### src/rtl/seq_detector_param_pkg.sv
// Shared types and helpers for the parametrised serial pattern detector.
// Holds the FSM state encoding, legal pattern-width bounds and saturating increment.
package seq_detector_param_pkg;

    typedef enum logic {
        FILL = 1'b0,
        RUN  = 1'b1
    } det_state_t;

    localparam int PAT_W_MIN = 2;
    localparam int PAT_W_MAX = 16;

    // Values already at or above the ceiling stay at the ceiling.
    function automatic logic [31:0] sat_inc(input logic [31:0] val, input logic [31:0] max_val);
        return (val >= max_val) ? max_val : val + 32'd1;
    endfunction

endpackage

### src/rtl/seq_detector_param_sat.sv
// CNT_W-bit saturating counter; clr has priority over inc.
// Count updates one edge after inc/clr; holds at 2^CNT_W-1.
module seq_detector_param_sat
    import seq_detector_param_pkg::*;
#(
    parameter int CNT_W = 8
) (
    input  logic             clk,
    input  logic             reset,
    input  logic             clr_i,
    input  logic             inc_i,
    output logic [CNT_W-1:0] cnt_o
);

    localparam logic [31:0] MAX32 = (CNT_W >= 32) ? 32'hFFFF_FFFF
                                                  : ((32'd1 << CNT_W) - 32'd1);

    logic [CNT_W-1:0] cnt_q;
    logic [CNT_W-1:0] cnt_d;

    always_comb begin
        cnt_d = cnt_q;
        if (clr_i) begin
            cnt_d = '0;
        end else if (inc_i) begin
            cnt_d = CNT_W'(sat_inc(32'(cnt_q), MAX32));
        end
    end

    always_ff @(posedge clk) begin
        if (reset) begin
            cnt_q <= '0;
        end else begin
            cnt_q <= cnt_d;
        end
    end

    assign cnt_o = cnt_q;

endmodule

### src/rtl/seq_detector_param.sv
// Serial pattern detector with programmable pattern, overlap mode and match counter.
// Y[0] pulses one edge after the completing valid bit; load wins over x_valid.
module seq_detector_param
    import seq_detector_param_pkg::*;
#(
    parameter int               PAT_W   = 4,
    parameter int               CNT_W   = 8,
    parameter logic [PAT_W-1:0] DEF_PAT = PAT_W'(4'b1011)
) (
    input  logic             clk,
    input  logic             reset,
    input  logic             X,
    input  logic             x_valid,
    input  logic             load,
    input  logic [PAT_W-1:0] pattern,
    input  logic             overlap,
    output logic [1:0]       Y,
    output logic [CNT_W-1:0] match_count
);

    localparam int              FCW  = $clog2(PAT_W + 1);
    localparam logic [FCW-1:0]  FULL = FCW'(PAT_W);

    if (PAT_W < PAT_W_MIN || PAT_W > PAT_W_MAX) begin : g_bad_pat_w
        $error("seq_detector_param: PAT_W out of range");
    end

    det_state_t       state_q, state_d;
    logic [PAT_W-1:0] window_q, window_d;
    logic [PAT_W-1:0] pat_q, pat_d;
    logic [FCW-1:0]   fill_q, fill_d;
    logic             y0_q, y0_d;

    logic [PAT_W-1:0] window_sh;
    logic [FCW-1:0]   fill_nx;
    logic             match;

    // Match is judged on the post-shift window so the completing bit counts.
    assign window_sh = {window_q[PAT_W-2:0], X};
    assign fill_nx   = (fill_q == FULL) ? fill_q : fill_q + FCW'(1);
    assign match     = x_valid && !load && (window_sh == pat_q) && (fill_nx == FULL);

    always_comb begin
        state_d  = state_q;
        window_d = window_q;
        pat_d    = pat_q;
        fill_d   = fill_q;
        y0_d     = 1'b0;
        if (load) begin
            pat_d    = pattern;
            window_d = '0;
            fill_d   = '0;
            state_d  = FILL;
        end else if (x_valid) begin
            window_d = window_sh;
            fill_d   = fill_nx;
            state_d  = (fill_nx == FULL) ? RUN : FILL;
            if (match) begin
                y0_d = 1'b1;
                if (!overlap) begin
                    window_d = '0;
                    fill_d   = '0;
                    state_d  = FILL;
                end
            end
        end
    end

    always_ff @(posedge clk) begin
        if (reset) begin
            state_q  <= FILL;
            window_q <= '0;
            pat_q    <= DEF_PAT;
            fill_q   <= '0;
            y0_q     <= 1'b0;
        end else begin
            state_q  <= state_d;
            window_q <= window_d;
            pat_q    <= pat_d;
            fill_q   <= fill_d;
            y0_q     <= y0_d;
        end
    end

    assign Y = {state_q == RUN, y0_q};

    seq_detector_param_sat #(
        .CNT_W (CNT_W)
    ) u_sat (
        .clk   (clk),
        .reset (reset),
        .clr_i (load),
        .inc_i (match),
        .cnt_o (match_count)
    );

endmodule

### config.mk
export PLATFORM = sky130hd
export DESIGN_NAME = seq_detector_param
export DESIGN_NICKNAME = d
export VERILOG_FILES = /design/src/rtl/seq_detector_param_pkg.sv /design/src/rtl/seq_detector_param_sat.sv /design/src/rtl/seq_detector_param.sv
export SDC_FILE = /design/constraint.sdc
export NUM_CORES = 1
export LEC_CHECK = 0
export ABC_CLOCK_PERIOD_IN_PS = 6600
export CAP_MARGIN = 0
export CORE_MARGIN = 2
export CORE_UTILIZATION = 54
export DETAILED_ROUTE_END_ITERATION = 8
export GPL_ROUTABILITY_DRIVEN = 0
export PLACE_DENSITY = 0.83
export SLEW_MARGIN = 40
export SYNTH_ARGS = -nofsm -noshare
export SYNTH_HDL_FRONTEND = slang
export SYNTH_SLANG_ARGS = --single-unit
### constraint.sdc
create_clock -name clk -period 6.6 [get_ports clk]
set_input_delay 1.98 -clock clk [delete_from_list [all_inputs] [get_ports clk]]
set_output_delay 1.98 -clock clk [all_outputs]
set_load 0.01 [all_outputs]
-- Yosys cells after proc, flatten, opt, wreduce, memory -nomap -nowiden
Cells that the tools add are included.
- flip-flop bits (word level): 20
- bits of input ports: 10
- output and inout port bits: 10
- word-level logic and storage cells: 29
- $add $sub $neg: 2
- order comparisons: 1
- equality and inequality tests: 3
- muxes and demuxes: 10
- bitwise operators: 1
- reductions and logical operators: 6
- operator list (cell ; number):
    3-bit two-way mux ; 5
    8-bit by 1-bit adder with 8-bit output, second input constant ; 1
    8-bit >= comparator, second input constant ; 1
    8-bit two-way mux ; 1
    3-bit == test, second input constant ; 2
    4-bit == test ; 1
    1-bit two-way mux ; 4
    3-bit by 1-bit adder with 3-bit output, second input constant ; 1
    1-bit logical AND ; 3
    3-bit OR reduction ; 1
    2-bit OR reduction ; 1
    1-bit logical NOT ; 1
    1-bit inverter ; 1

-- Longest topological paths before layout
- word-level depth: 6
- gate-level depth with buffers: 6
- depth with buffers taken out: 6

-- Cells and area by module
Synthesis repeated with hierarchy kept, for this count alone.
- cells, all modules: 116
- area total of the unflattened synthesis: 1033.5 um^2
- by module, submodules not included (module ; times used ; cells an instance ; area an instance (um^2) ; seq. area each (um^2)):
    seq_detector_param ; 1 ; 70 ; 640.6 ; 240.2
    seq_detector_param_sat ; 1 ; 46 ; 392.9 ; 160.2

-- Least setup slack after synthesis
Ideal clock, no wire load.
- path kind: input -> register
- from: in load
- to: reg window_q[0]
- library setup time: 0.116 ns
- arrival time: 3.221 ns
- required time: 6.484 ns
- slack: 3.263 ns
- stages: 3
- buffers on the path: 0
- cell sequence: or3b_2 or4_4 a41o_1
- cells in the longest elaborated chain, start to end: 5
- elaborated cells between the ends (all ways): 6
- those cells by class: mux (1); reduce/logical (5)
- ends and longest elaborated chain (element ; RTL line ; RTL):
    from (decl) ; seq_detector_param.sv:14 ; input logic load,
    1-bit logical NOT ; seq_detector_param.sv:41 ; assign match = x_valid && !load && (window_sh == pat_q) && (fill_nx == FULL);
    1-bit logical AND (3 in a row) ; seq_detector_param.sv:41 ;
    3-bit two-way mux ; seq_detector_param.sv:58 ; if (match) begin
    to (signal assigned) ; seq_detector_param.sv:78 ; window_q <= window_d;
    to (decl) ; seq_detector_param.sv:29 ; logic [PAT_W-1:0] window_q, window_d;
Several ways; a longest one is shown, not always the timed one.
A chain may end at the register's enable or synchronous reset.

-- Worst setup path after layout
- from: in x_valid
- to: reg window_q[1]
- cells in the longest elaborated chain, start to end: 4
- ends and longest elaborated chain (element ; RTL line ; RTL):
    from (decl) ; seq_detector_param.sv:13 ; input logic x_valid,
    1-bit logical AND (3 in a row) ; seq_detector_param.sv:41 ;
    3-bit two-way mux ; seq_detector_param.sv:58 ;
Several ways; a longest one is shown, not always the timed one.

==> impl_metrics.py <==
metrics = {
    "detailed_routing": {
        "drc": 0,
        "drtAntennaViolNets": 0,
        "wire_per_inst_um": 14.6,
        "vias_per_cell": 6.45,
        "initialDrtViolationCount": 18,
        "firstDrtPassIters": 4,
        "num_vias": 999,
        "drt_wl_total_um": 2270,
    },
    "global_route": {
        "met2_usage_pct": 35.5,
        "antenna_found_initial": 0,
        "grt_util_met3_pct": 4.53,
        "overflow": 0,
        "grt_pass1_vias": 883,
        "grt.total_usage_pct": 22.5,
        "top_usage_layer": "met2",
        "grt_use_met1_pct": 28.9,
        "grt_max_degree": 15,
        "grt_pass1_wl_um": 3620,
    },
    "floorplanning": {
        "die-area_um2": 2310,
        "rows": 15,
        "die_y_um": 48.0,
        "fp.dieW_um": 48.0,
        "io_pins": 20,
        "core_um2": 1780,
        "initial_core_util_pct": 58.7,
    },
    "critical_path": {
        "reg2regPathDepth": 6,
        "crit_path_max_incr_delay_ns": 0.76,
        "crit_path_max_fanout": 14,
        "setup.worst_path.start_class": "input pin",
        "crit_required_ns": 6.82,
        "cp_slowest_cell": "clkdlybuf4s50_1",
        "critPathLaunch": "x_valid",
        "ff2ff_setup_slack_ns": 4.12,
        "critPathKind": "input pin to flip-flop",
        "crit_chain": "clkdlybuf4s50_1, or3b_2, or4_4, a41o_1",
        "timing.rr.start": "fill_q[0]$_SDFFE_PP0P_",
        "r2r_end": "window_q[1]$_SDFFE_PP0P_",
        "end_kind": "flip-flop",
        "critPathArrivalTime_ns": 4.06,
        "crit_end": "window_q[1]$_SDFFE_PP0P_",
    },
    "pwr": {
        "power_mw": 0.222,
        "power_density_nw_per_um2": 174,
        "p_leak_nw": 0.445,
        "ir_drop_v": 0.000141,
    },
    "sta": {
        "layout_setup_ws_ns": 2.76,
        "hold_viol": 0,
        "fmax_mhz": 261,
        "tightest_slew_ns": 0.650,
        "fin_worst_skew_ns": 0.00572,
        "rsz0062_at_grt": "false",
        "setup_viol": 0,
        "finalSetupTns_ns": 0,
        "post-route-min-period_ns": 3.84,
        "fin_crit_sh_pct": 58.2,
        "slew_headroom_pct": 56.7,
        "maxSlewViolCount": 0,
    },
    "final_layout": {
        "layout_common_cells": "dfxtp_1, clkdlybuf4s50_1, nor2_1",
        "area_delta_synth_final_pct": 22.2,
        "multi_input_area_um2": 611,
        "seq_area_um2": 400,
        "fillers": 149,
        "final_common_cell": "dfxtp_1",
        "antenna_cells": 0,
        "final_layout_size_suffix_gt1_share_pct": 6.92,
        "finalNetCount": 144,
    },
    "outcome": {
        "outcome": "finished, final reports clean",
    },
    "logic_synthesis": {
        "synthFlopType": "dfxtp_1",
        "synth_simple_gate_area_share_pct": 24.6,
        "synth_adder_area_share_pct": 3.58,
        "synth_fp_nets": 126,
        "yosysWarnings": 0,
        "synth_top_family_by_area": "simple AND/OR/NAND/NOR gates",
        "syn_avg_cell_area_um2": 9.27,
        "ys_ff_latch": 20,
        "synth-xor-area-share_pct": 4.18,
        "muxShareOfSynthArea_pct": 2.87,
        "yosysSeqAreaShare_pct": 38.2,
        "ys_async_sr_fraction_pct": 0,
        "synth_cells": 113,
        "synth_edf_count": 0,
        "synth_cell_types": 36,
        "synthesis.area_um2": 1050,
        "synth-compound-area-share_pct": 22.6,
    },
    "cts": {
        "numCtsBuffers": 3,
        "holdBufCountCts": 0,
        "ctsHtreeMaxLevel": 1,
        "clockBufferDepth": 2,
        "cts_root_buffer": "clkbuf_4",
        "cts_resized": 0,
        "clk_pin_slew_worst_paths_ns": 0.12,
        "tritoncts": "built",
        "clock_latency_ns": 0.31,
        "post_cts_buffers": 0,
        "clock-sinks": 20,
    },
    "placement": {
        "dp_hpwl_um": 1640,
        "post-place-ws_ns": 2.45,
        "port_buffers": 19,
    },
    "hold_path": {
        "hold_class": "flip-flop to flip-flop",
    },
    "run": {
        "cap_viol_max_count": 0,
    },
}
-- worst max-delay path, delay by kind of cell --
kind,cells,cell delay [ns]
and+or+nand+nor,2,1.06
AOI/OAI and AO/OA,1,0.25
buffers and inverters,1,0.76
-- cells in the mapped netlist (2+ instances only) --
library cell	number	area share [%]
nor3_1	4	1.9
xnor2_1	4	3.3
a21oi_1	3	1.4
and3_1	3	1.8
a41o_1	3	2.9
nor2_1	7	2.5
buf_4	2	1.4
nand2_1	4	1.4
a31oi_1	2	1.2
and4_1	2	1.7
dfxtp_1	20	38
ha_1	3	3.6
nor4_1	3	1.8
clkbuf_1	4	1.4
o21ai_0	2	0.96
inv_1	3	1.1
a41oi_1	6	5.0
nand4_1	2	1.2
nor3b_1	4	2.9
nand3_1	4	1.9
mux2i_1	3	2.9
a211oi_1	4	2.9
a211o_1	3	2.5
nor2b_1	4	2.4
nand2b_1	2	1.2
a311oi_1	2	1.7
-- how the worst min path moves through the flow --
stage                         startpoint                    to  slack, ns  cells after the start
floorplan           state_q$_SDFFE_PP0P_  state_q$_SDFFE_PP0P_       0.45                      2
global placement    state_q$_SDFFE_PP0P_  state_q$_SDFFE_PP0P_       0.46                      2
detailed placement  state_q$_SDFFE_PP0P_  state_q$_SDFFE_PP0P_       0.46                      2
CTS                 state_q$_SDFFE_PP0P_  state_q$_SDFFE_PP0P_       0.48                      2
global route        state_q$_SDFFE_PP0P_  state_q$_SDFFE_PP0P_       0.51                      2
finish              state_q$_SDFFE_PP0P_  state_q$_SDFFE_PP0P_       0.48                      2
-- cell families (layout without fill, tap and decap cells) --
kind of cell / after synthesis / count (layout)
buf+inv: 9 / 26
xor+xnor: 5 / 5
fa+ha+maj: 3 / 3
compound gates: 29 / 29
mux: 3 / 3
flops: 20 / 20
simple gates: 44 / 44
-- registers in the layout, indices dropped and copies added, names as in the netlist --
| name | count |
|---|---|
| u_sat.cnt_o | 8 |
| pat_q | 4 |
| fill_q | 3 |
| window_q | 3 |
| state_q | 1 |
| y0_q | 1 |
-- power breakdown --
part	switching [mW]	total (mW)	leakage, nW	internal, mW
clock network	0.0395	0.0732	0.0210	0.0337
logic	0.0124	0.0239	0.262	0.0116
registers	0.00181	0.125	0.162	0.123
total	0.0537	0.222	0.445	0.168
-- stage by stage --
stage          instance area (um^2)  hold WS, ns  util [%]  cells
2_1_floorplan                  1050        0.446         -    113
3_3_place_gp                   1240        0.456      69.5    151
3_5_place_dp                   1240        0.465      69.5    151
4_1_cts                        1270        0.482      71.5    155
5_1_grt                        1280        0.515      71.8    155
6_report                       1280        0.476      71.8    155
-- final cells by class --
class / count / share of cell area [%]
repair buffers: 19 / 14.9
flip-flops and latches: 20 / 31.3
well taps: 25 / 2.44
multi-input cells: 84 / 47.7
clock buffers: 4 / 2.83
inverters: 3 / 0.880
-- layer usage --
metal	up-vias	routed length [um]
met2	44	1060
li1	477	-
met4	0	40
met3	5	134
met1	473	1030
met5	-	0
No activity file was read; power rests on OpenSTA's default activity.
